--- config.mk ---
export PLATFORM = sky130hd
export DESIGN_NAME = haz_detect_unit_flat
export DESIGN_NICKNAME = d
export VERILOG_FILES = /design/src/rtl/haz_detect_unit_if.sv /design/src/rtl/haz_detect_unit.sv /design/src/flat_wrapper.sv
export SDC_FILE = /design/constraint.sdc
export NUM_CORES = 1
export LEC_CHECK = 0
export ABC_AREA = 1
export CORE_MARGIN = 10
export CORE_UTILIZATION = 49
export DETAILED_ROUTE_END_ITERATION = 10
export PLACE_DENSITY = 0.82
export SLEW_MARGIN = 10
export SYNTH_ARGS = -nofsm -noshare
export SYNTH_HDL_FRONTEND = slang
export SYNTH_SLANG_ARGS = --single-unit
--- constraint.sdc ---
create_clock -name clk -period 2.9 [get_ports clk]
set_clock_uncertainty 0.1 [all_clocks]
set_input_delay 0.29 -clock clk [delete_from_list [all_inputs] [get_ports clk]]
set_output_delay 0.29 -clock clk [all_outputs]
set_load 0.005 [all_outputs]
--- src/rtl/haz_detect_unit_if.sv ---
// Hazard detection bus between the decode stage, the hazard unit and the resolver.
// The master side drives ID fields and resolver responses. The slave side is the
// hazard unit, which returns hazard requests and the accept signal.
interface haz_detect_unit_if #(
  parameter int REGW = 3
);
  logic            in_valid;
  logic [REGW-1:0] in_rs1;
  logic [REGW-1:0] in_rs2;
  logic [REGW-1:0] in_rd;
  logic            in_wr;
  logic            in_load;
  logic            in_mem;
  logic            in_branch;
  logic            mem_busy;
  logic            br_resolve;
  logic            br_ok;
  logic            stall_in;
  logic            flush_in;
  logic            haz_data;
  logic            haz_str;
  logic            haz_ctrl;
  logic            haz_branch;
  logic            haz_fwrd;
  logic            haz_crct;
  logic            in_ready;

  modport master (
    output in_valid, in_rs1, in_rs2, in_rd, in_wr, in_load, in_mem, in_branch,
    output mem_busy, br_resolve, br_ok, stall_in, flush_in,
    input  haz_data, haz_str, haz_ctrl, haz_branch, haz_fwrd, haz_crct, in_ready
  );

  modport slave (
    input  in_valid, in_rs1, in_rs2, in_rd, in_wr, in_load, in_mem, in_branch,
    input  mem_busy, br_resolve, br_ok, stall_in, flush_in,
    output haz_data, haz_str, haz_ctrl, haz_branch, haz_fwrd, haz_crct, in_ready
  );
endinterface

--- src/rtl/haz_detect_unit.sv ---
// Hazard detection unit: tracks the EX and MEM occupants and raises data,
// structural and control hazard requests combinationally for the ID instruction.
// A branch in EX is held there until it resolves; a flush empties EX.
module haz_detect_unit #(
  parameter int REGW = 3
) (
  input  logic             clk,
  input  logic             rst,
  haz_detect_unit_if.slave hazBus
);

  localparam logic [1:0] C_IDLE = 2'd0;
  localparam logic [1:0] C_WAIT = 2'd1;
  localparam logic [1:0] C_RES  = 2'd2;

  typedef struct packed {
    logic            valid;
    logic [REGW-1:0] rd;
    logic            wr;
    logic            load;
    logic            mem;
    logic            branch;
  } stage_t;

  stage_t     exStage_q, exStage_d;
  stage_t     memStage_q, memStage_d;
  stage_t     idStage;
  logic [1:0] state_q, state_d;

  logic hitEx;
  logic hitMem;
  logic hitExLoad;
  logic hold;
  logic accept;
  logic branchEnter;
  logic resolveNow;
  logic unusedMemBits;

  // A stage produces a match only for a real, register-writing, non-zero destination.
  function automatic logic regHit(input logic [REGW-1:0] rs, input stage_t st);
    return st.valid && st.wr && (st.rd != '0) && (rs == st.rd);
  endfunction

  assign idStage = {1'b1, hazBus.in_rd, hazBus.in_wr, hazBus.in_load,
                    hazBus.in_mem, hazBus.in_branch};

  assign hitEx      = regHit(hazBus.in_rs1, exStage_q) || regHit(hazBus.in_rs2, exStage_q);
  assign hitMem     = regHit(hazBus.in_rs1, memStage_q) || regHit(hazBus.in_rs2, memStage_q);
  assign hitExLoad  = hitEx && exStage_q.load;
  assign resolveNow = (state_q == C_WAIT) && hazBus.br_resolve;
  assign hold       = (state_q == C_WAIT) && exStage_q.valid && exStage_q.branch
                      && !hazBus.br_resolve;
  assign accept     = !rst && hazBus.in_valid && !hazBus.stall_in && !hazBus.flush_in && !hold;
  assign branchEnter = accept && hazBus.in_branch;

  // The MEM load/branch flags only travel along with the stage; nothing reads them there.
  assign unusedMemBits = memStage_q.load ^ memStage_q.branch;

  // Hazard requests are pure functions of current state and inputs, forced idle during reset.
  always_comb begin
    hazBus.haz_data   = !rst && hazBus.in_valid && (hitEx || hitMem);
    hazBus.haz_fwrd   = !rst && hazBus.in_valid && (hitEx || hitMem) && !hitExLoad;
    hazBus.haz_str    = !rst && hazBus.in_valid && hazBus.in_mem
                        && ((memStage_q.valid && memStage_q.mem) || hazBus.mem_busy);
    hazBus.haz_ctrl   = !rst && ((state_q == C_WAIT) || (state_q == C_RES));
    hazBus.haz_branch = !rst && resolveNow;
    hazBus.haz_crct   = rst || !resolveNow || hazBus.br_ok;
    hazBus.in_ready   = accept;
  end

  // Next pipeline contents and branch-tracking state; flush beats hold, hold beats normal flow.
  always_comb begin
    exStage_d  = exStage_q;
    memStage_d = exStage_q;
    state_d    = state_q;
    if (hazBus.flush_in) begin
      exStage_d.valid = 1'b0;
      state_d         = C_IDLE;
    end else if (hold) begin
      memStage_d = '0;
    end else begin
      exStage_d = accept ? idStage : stage_t'('0);
      case (state_q)
        C_IDLE:  state_d = branchEnter ? C_WAIT : C_IDLE;
        C_WAIT:  state_d = hazBus.br_resolve ? C_RES : C_WAIT;
        C_RES:   state_d = branchEnter ? C_WAIT : C_IDLE;
        default: state_d = C_IDLE;
      endcase
    end
  end

  // Register the stages and FSM; reset empties the pipeline and returns to idle.
  always_ff @(posedge clk) begin
    if (rst) begin
      exStage_q  <= '0;
      memStage_q <= '0;
      state_q    <= C_IDLE;
    end else begin
      exStage_q  <= exStage_d;
      memStage_q <= memStage_d;
      state_q    <= state_d;
    end
  end

endmodule
--- src/flat_wrapper.sv ---
// flat-port wrapper written by rule: the top's interface ports become plain ports
module haz_detect_unit_flat 
#(
  parameter int REGW = 3
)
  (clk, rst, hazBus_in_valid, hazBus_in_rs1, hazBus_in_rs2, hazBus_in_rd, hazBus_in_wr, hazBus_in_load, hazBus_in_mem, hazBus_in_branch, hazBus_mem_busy, hazBus_br_resolve, hazBus_br_ok, hazBus_stall_in, hazBus_flush_in, hazBus_haz_data, hazBus_haz_str, hazBus_haz_ctrl, hazBus_haz_branch, hazBus_haz_fwrd, hazBus_haz_crct, hazBus_in_ready);
  haz_detect_unit_if #(.REGW(REGW)) hazBus_i ();
  input  logic clk;
  input  logic rst;
  input wire logic [$bits(hazBus_i.in_valid)-1:0] hazBus_in_valid;
  input wire logic [$bits(hazBus_i.in_rs1)-1:0] hazBus_in_rs1;
  input wire logic [$bits(hazBus_i.in_rs2)-1:0] hazBus_in_rs2;
  input wire logic [$bits(hazBus_i.in_rd)-1:0] hazBus_in_rd;
  input wire logic [$bits(hazBus_i.in_wr)-1:0] hazBus_in_wr;
  input wire logic [$bits(hazBus_i.in_load)-1:0] hazBus_in_load;
  input wire logic [$bits(hazBus_i.in_mem)-1:0] hazBus_in_mem;
  input wire logic [$bits(hazBus_i.in_branch)-1:0] hazBus_in_branch;
  input wire logic [$bits(hazBus_i.mem_busy)-1:0] hazBus_mem_busy;
  input wire logic [$bits(hazBus_i.br_resolve)-1:0] hazBus_br_resolve;
  input wire logic [$bits(hazBus_i.br_ok)-1:0] hazBus_br_ok;
  input wire logic [$bits(hazBus_i.stall_in)-1:0] hazBus_stall_in;
  input wire logic [$bits(hazBus_i.flush_in)-1:0] hazBus_flush_in;
  output wire logic [$bits(hazBus_i.haz_data)-1:0] hazBus_haz_data;
  output wire logic [$bits(hazBus_i.haz_str)-1:0] hazBus_haz_str;
  output wire logic [$bits(hazBus_i.haz_ctrl)-1:0] hazBus_haz_ctrl;
  output wire logic [$bits(hazBus_i.haz_branch)-1:0] hazBus_haz_branch;
  output wire logic [$bits(hazBus_i.haz_fwrd)-1:0] hazBus_haz_fwrd;
  output wire logic [$bits(hazBus_i.haz_crct)-1:0] hazBus_haz_crct;
  output wire logic [$bits(hazBus_i.in_ready)-1:0] hazBus_in_ready;
  assign hazBus_i.in_valid = hazBus_in_valid;
  assign hazBus_i.in_rs1 = hazBus_in_rs1;
  assign hazBus_i.in_rs2 = hazBus_in_rs2;
  assign hazBus_i.in_rd = hazBus_in_rd;
  assign hazBus_i.in_wr = hazBus_in_wr;
  assign hazBus_i.in_load = hazBus_in_load;
  assign hazBus_i.in_mem = hazBus_in_mem;
  assign hazBus_i.in_branch = hazBus_in_branch;
  assign hazBus_i.mem_busy = hazBus_mem_busy;
  assign hazBus_i.br_resolve = hazBus_br_resolve;
  assign hazBus_i.br_ok = hazBus_br_ok;
  assign hazBus_i.stall_in = hazBus_stall_in;
  assign hazBus_i.flush_in = hazBus_flush_in;
  assign hazBus_haz_data = hazBus_i.haz_data;
  assign hazBus_haz_str = hazBus_i.haz_str;
  assign hazBus_haz_ctrl = hazBus_i.haz_ctrl;
  assign hazBus_haz_branch = hazBus_i.haz_branch;
  assign hazBus_haz_fwrd = hazBus_i.haz_fwrd;
  assign hazBus_haz_crct = hazBus_i.haz_crct;
  assign hazBus_in_ready = hazBus_i.in_ready;
  haz_detect_unit #(.REGW(REGW)) u_core (.clk(clk), .rst(rst), .hazBus(hazBus_i));
endmodule
==> flow_summary_export.csv <==
group,metric,value,unit
final_layout,n_fill_cell,178,
logic_synthesis,synth_cells,147,
place,dpl.hpwl,1960,um
timing,worst_pin_slew,0.4956,ns
floorplanning,rows,16,
setup_path,rrSetupSlack,1.35,ns
detailed_routing,vias,983,
floorplanning,die_area,0.004217,mm2
final_layout,final_nets,203,
logic_synthesis,yosysSeqAreaShare,0.3236,
timing,rsz0062_at_grt,"false",
global_routing,grt_max_degree,10,
logic_synthesis,yosysWarnings,0,
detailed_routing,drt_iter0_markers,66,
logic_synthesis,synth_most_common_cell,"nand2_1",
logic_synthesis,async_reset_ff_frac,0,
setup_path,start_kind,"input port",
clock_tree,post_cts_resized,0,
final_layout,layout-drive-gt1-share,0.08475,
detailed_routing,firstDrtPassIters,5,
detailed_routing,wl_per_cell,11.56,um
global_routing,grt-ovfl-total,0,
detailed_routing,antenna_left,0,
global_routing,grt_pass1_wl,4140,um
timing,relSlewSlack,0.6685,
detailed_routing,wirelength,2358,um
clock_tree,post_cts_buffers,0,
place,dp_cells,200,
timing,drv_slew,0,
place,gp_congestion,0.8459,
logic_synthesis,synth-edff-count,0,
timing,finalSetupViolations,0,
setup_path,crit_start,"rst",
logic_synthesis,synth_flop_cell,"dfxtp_1",
logic_synthesis,synth_area,989.7,um2
detailed_routing,drc,0,
place,port_buffers,27,
timing,post-route-period-util,0.8385,
setup_path,slowest_stage,"clkdlybuf4s50_1",
min_path,hold_path.class,"flip-flop to flip-flop",
logic_synthesis,syn_nets,172,
detailed_routing,maxUsedRoutingLayer,"met4",
timing,fmax,411.3,MHz
setup_path,r2r_start,"u_core.state_q[0]",
power,pwr_density_cell,337.7,mW/mm2
logic_synthesis,synth_seq_cells,16,
clock_tree,hold_buffers,0,
setup_path,critical_path.cell_chain,"clkdlybuf4s50_1, inv_8, nand2_4, nor2_4, nand3_4, inv_2, clkdlybuf4s50_1",
setup_path,cpPeakStageDelay,0.66,ns
setup_path,crit_path_frequent_cell,"clkdlybuf4s50_1",
setup_path,crit_path_end,"hazBus_in_ready",
detailed_routing,met1Wirelength,951,um
detailed_routing,met2_length,1222,um
clock_tree,ctsHtreeMaxLevel,1,
logic_synthesis,ys_types,23,
setup_path,cp_max_fo,9,
floorplanning,fp.dieW,64.94,um
logic_synthesis,synth_top_cells_by_area,"dfxtp_1, nand2_1, inv_1",
clock_tree,tritoncts,"yes",
final_layout,n_antenna_cell,0,
floorplanning,core_area,0.001942,mm2
power,p_leak,0.6376,nW
timing,finalSetupTns,0,ns
clock_tree,clock-sinks,16,
final_layout,area_growth,33.25,%
run,drv_cap,0,
logic_synthesis,synth_top_cell_area_share,0.3236,
global_routing,grt_usage,0.1179,
setup_path,critical_path.endpoint_type,"primary output",
detailed_routing,via_per_inst,4.819,
global_routing,antenna_found_initial,0,
clock_tree,tritoncts.num_buffers,3,
status,status,"completed",
timing,post-route-min-period,2.432,ns
clock_tree,clockRootBuffer,"clkbuf_4",
clock_tree,clk_latency,0.29,ns
detailed_routing,wl_met3,153,um
setup_path,cp.required,2.51,ns
clock_tree,clkTransAtPathRegs,0.10,ns
floorplanning,start_util,0.5097,
global_routing,grt_pass1_vias,978,
setup_path,r2r-end,"u_core.exStage_q[5]",
floorplanning,die_y,64.94,um
final_layout,fin_cells,204,
setup_path,cp_data_arrival_time,2.04,ns
floorplanning,io_pins,28,
clock_tree,cts_buffer_depth,2,
timing,hold_viol,0,
logic_synthesis,synth_top_area_cell,"dfxtp_1",
power,ir_drop,0.0002904,V
logic_synthesis,avgSynthCellArea,6.733,um2
logic_synthesis,synth.top_cells.by_count,"nand2_1, inv_1, dfxtp_1, nand3_1, nor2_1",
setup_path,reg2reg_depth,5,
setup_path,crit_type,"input port to primary output",
[how the worst min path moves through the flow]
stage / start / end / slack [ns] / cells after the start
floorplan: hazBus_in_wr / u_core.exStage_q[3] / 0.29 / 2
global placement: u_core.exStage_q[1] / u_core.memStage_q[1] / 0.36 / 2
detailed placement: u_core.exStage_q[1] / u_core.memStage_q[1] / 0.36 / 2
CTS: u_core.exStage_q[1] / u_core.memStage_q[1] / 0.37 / 2
global route: u_core.exStage_q[1] / u_core.memStage_q[1] / 0.41 / 2
finish: u_core.exStage_q[1] / u_core.memStage_q[1] / 0.37 / 2
[sequential cells by signal (all words and copies together), names as in the netlist]
| register | flops |
|---|---|
| u_core.exStage_q | 8 |
| u_core.memStage_q | 6 |
| u_core.state_q | 2 |
[routing by layer]
metal / up-vias / GRT usage
met5: - / 0
met1: 453 / 0.1206
met2: 20 / 0.2155
met4: 0 / 0.04011
li1: 505 / -
met3: 5 / 0.04296
[logic make-up (layout without fill, tap and decap cells)]
group                    Yosys count  after routing  share of synthesized area
AND/OR/NAND/NOR                   74             74                     0.3527
buffers and inverters             36             66                     0.1517
adder cells (fa/ha/maj)            4              4                    0.05057
flip-flops                        16             16                     0.3236
AO/OA/AOI/OAI                     14             14                    0.09482
XOR/XNOR                           3              3                    0.02655
[worst max-delay path: cells and delay by family]
kind,cells,cell delay (ns)
buffers and inverters,4,1.47
AND/OR/NAND/NOR,3,0.28
[through the flow]
stage | setup WS, ns | util | instance area, um2 | hold WS (ns) | power [W]
after detailed placement | 0.4690 | 0.6604 | 1282 | 0.3574 | 0.0003025
after global placement | 0.5153 | 0.6604 | 1282 | 0.3597 | 0.0003005
after CTS | 0.4525 | 0.6791 | 1319 | 0.3706 | 0.0004454
after global routing | 0.3620 | 0.6791 | 1319 | 0.4120 | 0.0004620
after floorplan | 1.542 | - | 989.7 | 0.2931 | 0.0002648
final | 0.4684 | 0.6791 | 1319 | 0.3705 | 0.0004454
[placed cells by master, fill, tap and decap left out]
master and count:
o21ai_0 1, a31oi_1 2, clkdlybuf4s50_1 27, nor2_1 6
o21ai_2 1, nand4_4 1, clkbuf_4 3, nand2_1 50
a21oi_2 2, nand3_4 1, clkbuf_8 1, nand3_1 11
a21oi_1 4, xnor2_1 3, o31ai_1 3, o211ai_1 1
nor2_4 2, nand2_2 1, inv_1 33, inv_2 1
nor3_1 1, dfxtp_1 16, inv_8 1, ha_1 4
nand2_4 1
[layout make-up]
class,count,area (um2),area share
Sequential cell,16,320.3,0.2429
Multi-Input combinational cell,95,519.2,0.3937
Inverter,35,138.9,0.1053
Clock buffer,4,36.28,0.02751
Timing Repair Buffer,27,270.3,0.2049
Tap cell,27,33.78,0.02562
[report_power, final]
part | total [W] | internal [W] | switching, W
logic | 0.0000719 | 0.0000382 | 0.0000337
registers | 0.000226 | 0.000223 | 0.00000285
clock network | 0.000148 | 0.0000765 | 0.0000711
Note: power is estimated with default switching activity, not from simulation.
